===== src/rtl/delay_masked_rmw_writer.sv =====
// delay_masked_rmw_writer
// Byte-masked read-modify-write engine in front of an 8 x 32-bit register
// array. After reset the array is zero-filled one entry per cycle. Only then
// are requests accepted. Each accepted request goes through three states:
// IDLE (accept), MERGE (read old word, blend bytes) and WRITE (store word,
// pulse done, bump count). A combinational read port exposes the array
// directly and does not forward pending merged data.

module delay_masked_rmw_writer (
    input  logic        clk,
    input  logic        reset,
    input  logic        io_req_valid,
    output logic        io_req_ready,
    input  logic [31:0] io_req_addr,
    input  logic [31:0] io_req_data,
    input  logic [3:0]  io_req_mask,
    input  logic [31:0] io_rd_addr,
    output logic [31:0] io_rd_data,
    output logic        io_done,
    output logic [7:0]  io_count
);

    typedef enum logic [1:0] {
        ST_CLEAR = 2'd0,
        ST_IDLE  = 2'd1,
        ST_MERGE = 2'd2,
        ST_WRITE = 2'd3
    } state_e;

    // Expand a 4-bit byte-enable into a 32-bit bit mask.
    function automatic logic [31:0] expand_mask(input logic [3:0] mask);
        logic [31:0] bits;
        bits = 32'd0;
        for (int i = 0; i < 4; i++) begin
            bits[8*i +: 8] = {8{mask[i]}};
        end
        return bits;
    endfunction

    // Take enabled bytes from new_word and all other bytes from old_word.
    function automatic logic [31:0] merge_word(input logic [31:0] old_word,
                                               input logic [31:0] new_word,
                                               input logic [3:0]  mask);
        logic [31:0] bits;
        bits = expand_mask(mask);
        return (new_word & bits) | (old_word & ~bits);
    endfunction

    // State and pointer registers.
    state_e      state_q,     state_d;
    logic [2:0]  clr_ptr_q,   clr_ptr_d;

    // Captured request and merge result.
    logic [2:0]  req_addr_q,  req_addr_d;
    logic [31:0] req_data_q,  req_data_d;
    logic [3:0]  req_mask_q,  req_mask_d;
    logic [31:0] merged_q,    merged_d;

    // Registered outputs.
    logic        ready_q,     ready_d;
    logic        done_q,      done_d;
    logic [7:0]  count_q,     count_d;

    // Storage array (no reset: contents are defined by the clear sweep).
    logic [31:0] mem_q [8];
    logic [31:0] mem_d [8];

    // Datapath control from the FSM.
    logic        accept_s;
    logic        wr_en_s;
    logic [2:0]  wr_addr_s;
    logic [31:0] wr_data_s;

    // Upper address bits are intentionally ignored.
    logic        unused_addr_bits_s;
    assign unused_addr_bits_s = ^{io_req_addr[31:3], io_rd_addr[31:3]};

    // Next-state logic and array write selection for each FSM state.
    always_comb begin
        state_d   = state_q;
        clr_ptr_d = clr_ptr_q;
        accept_s  = 1'b0;
        wr_en_s   = 1'b0;
        wr_addr_s = 3'd0;
        wr_data_s = 32'd0;
        case (state_q)
            ST_CLEAR: begin
                wr_en_s   = 1'b1;
                wr_addr_s = clr_ptr_q;
                wr_data_s = 32'd0;
                clr_ptr_d = clr_ptr_q + 3'd1;
                if (clr_ptr_q == 3'd7) begin
                    state_d = ST_IDLE;
                end else begin
                    state_d = ST_CLEAR;
                end
            end
            ST_IDLE: begin
                if (io_req_valid && ready_q) begin
                    accept_s = 1'b1;
                    state_d  = ST_MERGE;
                end else begin
                    state_d  = ST_IDLE;
                end
            end
            ST_MERGE: begin
                state_d = ST_WRITE;
            end
            ST_WRITE: begin
                wr_en_s   = 1'b1;
                wr_addr_s = req_addr_q;
                wr_data_s = merged_q;
                state_d   = ST_IDLE;
            end
            default: begin
                state_d   = ST_CLEAR;
                clr_ptr_d = 3'd0;
            end
        endcase
    end

    // Capture request fields on acceptance; hold them otherwise.
    always_comb begin
        if (accept_s) begin
            req_addr_d = io_req_addr[2:0];
            req_data_d = io_req_data;
            req_mask_d = io_req_mask;
        end else begin
            req_addr_d = req_addr_q;
            req_data_d = req_data_q;
            req_mask_d = req_mask_q;
        end
    end

    // Blend the stored word with the request bytes during MERGE.
    always_comb begin
        if (state_q == ST_MERGE) begin
            merged_d = merge_word(mem_q[req_addr_q], req_data_q, req_mask_q);
        end else begin
            merged_d = merged_q;
        end
    end

    // Output register next values: ready in IDLE, done in WRITE, count after WRITE.
    always_comb begin
        ready_d = (state_d == ST_IDLE);
        done_d  = (state_d == ST_WRITE);
        if (state_q == ST_WRITE) begin
            count_d = count_q + 8'd1;
        end else begin
            count_d = count_q;
        end
    end

    // Array next contents; a reset cycle suppresses any write so nothing partial lands.
    always_comb begin
        for (int i = 0; i < 8; i++) begin
            mem_d[i] = mem_q[i];
        end
        if (wr_en_s && !reset) begin
            mem_d[wr_addr_s] = wr_data_s;
        end else begin
            mem_d[wr_addr_s] = mem_q[wr_addr_s];
        end
    end

    // Control and output registers with synchronous reset.
    always_ff @(posedge clk) begin
        if (reset) begin
            state_q    <= ST_CLEAR;
            clr_ptr_q  <= 3'd0;
            req_addr_q <= 3'd0;
            req_data_q <= 32'd0;
            req_mask_q <= 4'd0;
            merged_q   <= 32'd0;
            ready_q    <= 1'b0;
            done_q     <= 1'b0;
            count_q    <= 8'd0;
        end else begin
            state_q    <= state_d;
            clr_ptr_q  <= clr_ptr_d;
            req_addr_q <= req_addr_d;
            req_data_q <= req_data_d;
            req_mask_q <= req_mask_d;
            merged_q   <= merged_d;
            ready_q    <= ready_d;
            done_q     <= done_d;
            count_q    <= count_d;
        end
    end

    // Storage array update.
    always_ff @(posedge clk) begin
        for (int i = 0; i < 8; i++) begin
            mem_q[i] <= mem_d[i];
        end
    end

    assign io_req_ready = ready_q;
    assign io_done      = done_q;
    assign io_count     = count_q;
    assign io_rd_data   = mem_q[io_rd_addr[2:0]];

endmodule

===== config.mk =====
export PLATFORM = sky130hd
export DESIGN_NAME = delay_masked_rmw_writer
export DESIGN_NICKNAME = d
export VERILOG_FILES = /design/src/rtl/delay_masked_rmw_writer.sv
export SDC_FILE = /design/constraint.sdc
export NUM_CORES = 1
export LEC_CHECK = 0
export CAP_MARGIN = 20
export CELL_PAD_IN_SITES_DETAIL_PLACEMENT = 0
export CELL_PAD_IN_SITES_GLOBAL_PLACEMENT = 1
export CORE_ASPECT_RATIO = 1.4
export CORE_UTILIZATION = 45
export CTS_CLUSTER_DIAMETER = 30
export DETAILED_ROUTE_END_ITERATION = 12
export PLACE_DENSITY = 0.77
export RECOVER_POWER = 25
export SLEW_MARGIN = 20
export SYNTH_ARGS = -nofsm -noshare
export SYNTH_HDL_FRONTEND = slang
export SYNTH_SLANG_ARGS = --single-unit
export TNS_END_PERCENT = 30

===== constraint.sdc =====
create_clock -name clk -period 5.09 [get_ports clk]
set_clock_uncertainty 0.1 [all_clocks]
set_input_delay 0.7635 -clock clk [delete_from_list [all_inputs] [get_ports clk]]
set_output_delay 0.7635 -clock clk [all_outputs]
set_load 0.03 [all_outputs]

# After elaboration in Yosys (flattened, before gate mapping)
# Memory sizes are Yosys's and may differ from the RTL's. A register that Yosys moved wholly into a read port is not among the register bits.
# Index checks and enable logic that the tools add are counted.
# word_totals
regBits	86
latch_bits	0
ram_bits	256
romBits	0
output_inout_bits	42
n_memories	1
# memory_table
name	words	width	read_ports	rd_ports_with_merged_regs	write_ports	line_no	rtl
mem_q	8	32	11	1	8	65	logic [31:0] mem_q [8];
# op_classes
n_addsub	2
multipliers	0
div_mod_pow	0
n_lt_le_gt_ge	2
eq_ne	6
n_shift	0
mux	15
bitwise_logic	5
n_reduce_logical	6
# op_table
cell	n
256-bit bitwise mux	2
256-bit 2-to-1 mux	1
32-bit demux with 3-bit select	1
32-bit AND	2
32-bit 2-to-1 mux	2
32-bit inverter	1
32-bit OR	1
8-bit by 1-bit adder with 8-bit output (second input constant)	1
2-bit case mux with 4 select lines	1
2-bit equality test (second input constant)	3
3-bit 2-to-1 mux	2
3-bit case mux with 2 select lines	1
2-bit by 1-bit equality test with 1-bit output (second input constant)	2
4-bit greater-or-equal comparator (second input constant)	1
4-bit by 1-bit less-than comparator with 1-bit output (second input constant)	1
1-bit 2-to-1 mux	4
3-bit inverter with 4-bit output	1
3-bit by 1-bit adder with 3-bit output (second input constant)	1
3-bit equality test (second input constant)	1
1-bit logical AND	3
2-bit logical NOT	1
2-bit 2-to-1 mux	1
2-bit OR reduction	1
1-bit logical NOT	1

# Logic depth before layout (Yosys ltp)
# Gate-level depths: netlist of the first run.
# logic_depth
ltp_word	9
depth_mapped	13

# Least setup slack after synthesis of the first run
# Ideal clock, no wire load.
# synth_timing
path_type	input -> output
start	in io_rd_addr[1]
end	out io_rd_data[0]
arrival_time_ns	2.323
required_ns	4.227
path_slack_ns	1.903
stages	4
path_buffers	2
cell_sequence	clkbuf_1 buf_2 mux4_2 mux2_2
# synth_via
elab_chain_len	1
# synth_lines
element	line_no	rtl
from (decl)	17	input logic [31:0] io_rd_addr,
memory read 8 x 32 bit	--	
to (decl)	18	output logic [31:0] io_rd_data,
# Every way passes these cells.

==> results.cfg, run 1 <==
[status]
status = finished, violations left
violations = capacitance limit, slew limit

[cts]
clockBufferDepth = 3
hold_buffers = 0
numCtsBuffers = 52
post_cts_buffers = 0
clockRootBuffer = clkbuf_16
path_clk_slew_ns = 0.06
cts_resized = 0
tritoncts = done
cts.sinks = 345
clk_latency_ns = 0.59
cts.htree.levels = 2

[yosys]
synth_top_family_by_area = multiplexers
synth_area_um2 = 19030
yosysSeqAreaShare = 0.4975
synth_simple_gate_area_share = 0.1212
synthTopCellsByArea = edfxtp_1 (40%), mux4_2 (15%), dfxtp_1 (9.4%), nor2_1 (5.2%), nand2_1 (3.4%)
syn_nets = 1733
synth_mux_area_frac = 0.2140
netlist.area_leader.share = 0.4039
synth_cell_types = 67
synth_xor_area_frac = 0.003221
avgSynthCellArea_um2 = 11.74
synth_compound_area_frac = 0.1221
synth_enable_flop_cells = 256
synth_top_cell_by_area = edfxtp_1
synth_async_sr_flop_share = 0
synth_ff_type = edfxtp_1
netlist_instances = 1622
synth_fa_ha_area_frac = 0.005259
yosysWarningCount = 0
ys_seq_elements = 345

[detailed_routing]
wl_per_cell_um = 28.07
ant_nets = 0
vias_per_cell = 6.499
vias = 14720
drtPass1Iterations = 5
drc = 0
routed_wl_mm = 63.59
drt_iter0_markers = 1556

[die]
die_w_um = 175.8
die_h_um = 245.4
die_area_um2 = 43140
ios = 145
start_util = 0.4586
row_count = 88
core_area_um2 = 41510

[finish]
syn2layout_area_growth_pct = 16.85
final_cell_mix = nor2_1 (263), edfxtp_1 (256), nand2_1 (173), mux4_2 (128), a21oi_1 (118)
final_util = 0.5358
final_common_cell = nor2_1
nets = 1792
drive_above_1_share = 0.2214
antennaDiodeCount = 0

[global_routing]
grt_pass1_wl_mm = 93.69
antenna_found_initial = 1
grt-ovfl-total = 0
grt_pass1_vias = 14831
grt_max_degree = 68
grt_usage = 0.2964

[timing]
rsz0062_at_grt = no
tightest_slew_ns = 2.863
period_needed_ns = 4.364
hold_viol = 0
fin_setup_tns_ns = 0
fmax_mhz = 229.2
max-slew-margin-rel = -0.9088
finalSetupViolations = 0
slew_violations = 68
finalCritPeriodShare = 0.8573

[critical_path]
path_max_fanout = 64
crit_path_top_delay_cell = ha_1
max_stage_delay_ns = 0.63
cp.arrival_ns = 4.56
crit_chain = inv_1 -> ha_1 -> clkinv_1 -> clkbuf_1 -> nand2_1 -> nand2_4 -> inv_1 -> buf_12 -> a221o_1 -> a221o_1 -> o21ai_2 -> nor2_1
endpoint_kind = flop
critPathLaunchType = flop
required_ns = 5.29
critical_path_class = flop to flop

[power_and_ir_drop]
vdd_drop_max_mv = 0.2270
total_power_mw = 8.141
p_leak_nw = 7.351
power.density_nw_per_um2 = 366.0

[placement]
gp_congestion = 0.8761
dp_hpwl_mm = 37.47
numPortBuffers = 86

[run]
cap_violations = 1

[hold_path]
holdCritPathClass = flop to flop
## per-layer routing
metal / GRT usage / share of wire
met5: 0 / 0.00019
met4: 0.1504 / 0.053
met3: 0.05318 / 0.11
met2: 0.4849 / 0.47
met1: 0.3766 / 0.37
## state kept, by name (all words and copies together) (netlist names), named ones only
name and cells:
mem_q 256, merged_q 32, req_data_q 32, io_count 8, req_mask_q 4, clr_ptr_q 3, req_addr_q 3, state_q 2
io_done 1, io_req_ready 1
## per-stage QoR
| step | setup slack (ns) | instance area (um2) | cells | hold slack [ns] |
|---|---|---|---|---|
| 6_report | 0.7263 | 22240 | 2265 | 0.3562 |
| 5_1_grt | 0.5971 | 22240 | 2265 | 0.3860 |
| 4_1_cts | 1.065 | 22310 | 2265 | 0.3616 |
| 3_5_place_dp | 1.119 | 20480 | 2167 | 0.3536 |
| 3_3_place_gp | 1.175 | 20480 | 2167 | 0.3480 |
| 2_1_floorplan | 1.903 | 19030 | 1622 | 0.3364 |
## final cells by class
cell class                 instances  area [um2]
clock buffer                      62        1469
clock inverter                    36       360.3
multi-input combinational       1122        8859
fill                            3522       19270
sequential                       345        9478
timing repair buffer             144        1335
tap                              540       675.6
inverter                          16       65.06
## critical path, delay by kind of cell, from the launching register on
kind,cells,cell delay [ns]
AND/OR/NAND/NOR,3,0.85
buffers and inverters,5,1.06
adder cells (fa/ha/maj),1,0.63
AO/OA/AOI/OAI,3,1.01
flip-flops,1,0.40
## cells in the mapped netlist (all sizes together), types with 3 or more instances
cell type  count
nor2         268
edfxtp       256
nand2        176
a21oi        132
mux4         128
clkbuf        89
dfxtp         89
mux2i         56
mux2          54
buf           50
nor3          43
a22oi         40
o22ai         39
nand2b        33
o21ai         31
a221oi        20
a32oi         15
inv           14
o221ai         9
a211oi         8
ha             8
nand3          8
o211ai         8
nand4          6
a22o           5
xor2           5
o21a           4
and3           3
## cell families (layout without fill, tap and decap cells)
logic type	after synthesis	count (layout)
muxes	238	238
adders and majority gates	8	8
xor gates and xnor gates	7	7
DFF	345	345
AOI/OAI and AO/OA	323	323
and+or+nand+nor	546	546
buffers and inverters	155	258
## final timing paths
path	slack [ns]	start	cells past startpoint	end
worst max register to register	0.73	state_q[0]$_SDFF_PP0_	12	mem_q[1][30]$_DFFE_PP_
worst min register to register	0.36	req_data_q[29]$_SDFFE_PP0P_	2	req_data_q[29]$_SDFFE_PP0P_
worst min-delay path	0.36	req_data_q[29]$_SDFFE_PP0P_	2	req_data_q[29]$_SDFFE_PP0P_
worst max-delay path	0.73	state_q[0]$_SDFF_PP0_	12	mem_q[1][30]$_DFFE_PP_
## report_power, final
part / switching [mW] / internal (mW) / leakage [nW]
logic: 0.736 / 0.477 / 3.29
clock network: 1.43 / 2.26 / 0.894
registers: 0.0884 / 3.15 / 3.17
(Power assumes the default switching activity.)
==> run 2: changes to the inputs <==
--- a/config.mk
+++ b/config.mk
@@ -9,9 +9,11 @@
 export CELL_PAD_IN_SITES_DETAIL_PLACEMENT = 0
 export CELL_PAD_IN_SITES_GLOBAL_PLACEMENT = 1
 export CORE_ASPECT_RATIO = 1.4
+export CORE_MARGIN = 2
 export CORE_UTILIZATION = 45
 export CTS_CLUSTER_DIAMETER = 30
 export DETAILED_ROUTE_END_ITERATION = 12
+export GPL_TIMING_DRIVEN = 0
 export PLACE_DENSITY = 0.77
 export RECOVER_POWER = 25
 export SLEW_MARGIN = 20
==> results.cfg, run 2 (synthesis gave the netlist of run 1 again) <==
[timing]
slew_violations = 0
fmax_mhz = 210.5
finalCritPeriodShare = 0.9333
finalSetupViolations = 0
hold_ws_ns = 0.3589
rsz0062_at_grt = no
hold_viol = 0
setup_ws_ns = 0.3393
tightest_slew_ns = 1.428
period_needed_ns = 4.751
max-slew-margin-rel = 0.04714
fin_setup_tns_ns = 0

[cts]
clk_latency_ns = 0.61
tritoncts = done
hold_buffers = 0
post_cts_buffers = 0
cts.htree.levels = 3
clockRootBuffer = clkbuf_16
numCtsBuffers = 68
cts.sinks = 345
path_clk_slew_ns = 0.05
clockBufferDepth = 3
cts_resized = 0

[global_routing]
grt-ovfl-total = 0
grt_max_degree = 42
antenna_found_initial = 0
grt_usage = 0.3410
grt_pass1_vias = 15583
grt_pass1_wl_mm = 105.7

[finish]
largest_reg_flops = 256
fillCellCount = 3595
nets = 1891
final_cell_mix = nor2_1 (264), edfxtp_1 (256), nand2_1 (171), mux4_2 (128), a21oi_1 (118)
regMostFlops = mem_q
final_util = 0.5474
final_cell_area_um2 = 22980
final_common_cell = nor2_1
fin_cells = 2380
syn2layout_area_growth_pct = 20.73
drive_above_1_share = 0.2116
antennaDiodeCount = 0
reg.largest.list = mem_q x256, merged_q x32, req_data_q x32

[detailed_routing]
ant_nets = 0
routed_wl_mm = 74.71
drc = 0
vias = 15780
drt_iter0_markers = 2165
vias_per_cell = 6.630
drtPass1Iterations = 6
wl_per_cell_um = 31.39

[critical_path]
critical_path_class = flop to flop
cp.arrival_ns = 5.07
critPathLaunchType = flop
regToRegStartpoint = state_q[0]$_SDFF_PP0_
rrSetupSlack_ns = 0.34
path_max_fanout = 21
r2r-end = mem_q[3][9]$_DFFE_PN_
required_ns = 5.40
endpoint_kind = flop
reg2regPathDepth = 12

[power_and_ir_drop]
p_leak_nw = 7.725
p_int_mw = 6.542
power.share.sequential = 0.356
vdd_drop_max_mv = 0.2418
power.density_nw_per_um2 = 397.5
total_power_mw = 9.136
power_switching_mw = 2.594
swShare = 0.2840
power.clock.fraction = 0.499
combPwrFrac = 0.145

[placement]
dpl_cell_area_um2 = 20630
place_inst = 2254
numPortBuffers = 82
pre_cts_ws_ns = 0.6481
dp_hpwl_mm = 48.67
gp_congestion = 0.9525

[hold_path]
hold_end = req_data_q[8]$_SDFFE_PP0P_
hold_path_depth = 2
holdCritPathClass = flop to flop
holdCritStartpoint = req_data_q[8]$_SDFFE_PP0P_

[status]
status = complete, no violations

[run]
cap_violations = 0

[die]
start_util = 0.4534
ios = 145
die_area_um2 = 43980
row_count = 89
die_h_um = 247.4
core_area_um2 = 41980
die_w_um = 177.8
-- run 2: cell count changes in the layout (fill, tap and decap cells not counted), sizes merged --
cell           previous run  this run
clkinvlp                  3         4
inv                      29        23
bufinv                    3         5
clkbuf                   68       181
dlygate4sd3              11        10
buf                      56        48
clkdlybuf4s50            71        72
clkinv                   17        24
-- run 2: worst max path at each step --
| stage | from | endpoint | slack (ns) | depth (start not counted) |
|---|---|---|---|---|
| floorplan | io_rd_addr[1] | io_rd_data[0] | 1.90 | 4 |
| global placement | state_q[0]$_SDFF_PP0_ | mem_q[3][3]$_DFFE_PN_ | 0.06 | 8 |
| detailed placement | io_rd_addr[1] | io_rd_data[24] | 0.65 | 5 |
| CTS | io_rd_addr[0] | io_rd_data[16] | 0.63 | 5 |
| global route | state_q[0]$_SDFF_PP0_ | mem_q[1][9]$_DFFE_PP_ | 0.31 | 12 |
| finish | state_q[0]$_SDFF_PP0_ | mem_q[3][9]$_DFFE_PN_ | 0.34 | 12 |
-- run 2: layout make-up --
cell class	instances	area [um2]	share of cell area
clock inverter	40	481.7	0.02096
tap	546	683.2	0.02973
buffer	139	621.8	0.02706
inverter	16	68.82	0.002994
timing repair buffer	88	918.4	0.03996
sequential	345	9469	0.4120
multi-input combinational	1122	8874	0.3861
clock buffer	84	1864	0.08112
-- run 2: metal layers --
| metal | part of all wire | global-route usage | vias up | routed length (um) |
|---|---|---|---|---|
| met3 | 0.12 | 0.08655 | 332 | 8742 |
| met1 | 0.34 | 0.4081 | 7701 | 25630 |
| li1 | - | - | 6479 | - |
| met2 | 0.46 | 0.5368 | 1268 | 34690 |
| met5 | 0 | 0 | - | 0 |
| met4 | 0.076 | 0.2413 | 0 | 5644 |
-- run 2: critical path: stages (launching register included) --
cell and delay, ns:
dfxtp_1 0.41, ha_1 0.24, clkbuf_1 0.49, clkbuf_1 0.46
nand4_1 0.15, o211ai_1 0.38, nand2_1 0.38, inv_1 0.84
buf_12 0.31, a222oi_1 0.14, and3_1 0.31, buf_6 0.13
a211oi_1 0.21
-- run 2: power by group through the flow --
stage | registers, mW | clock network (mW) | logic, mW
final | 3.25 | 4.56 | 1.32
after global routing | 3.26 | 4.68 | 1.36
after CTS | 3.24 | 4.56 | 1.28
after detailed placement | 3.30 | 0 | 1.27
after global placement | 3.29 | 0 | 1.25
after floorplan | 3.26 | 0 | 0.799
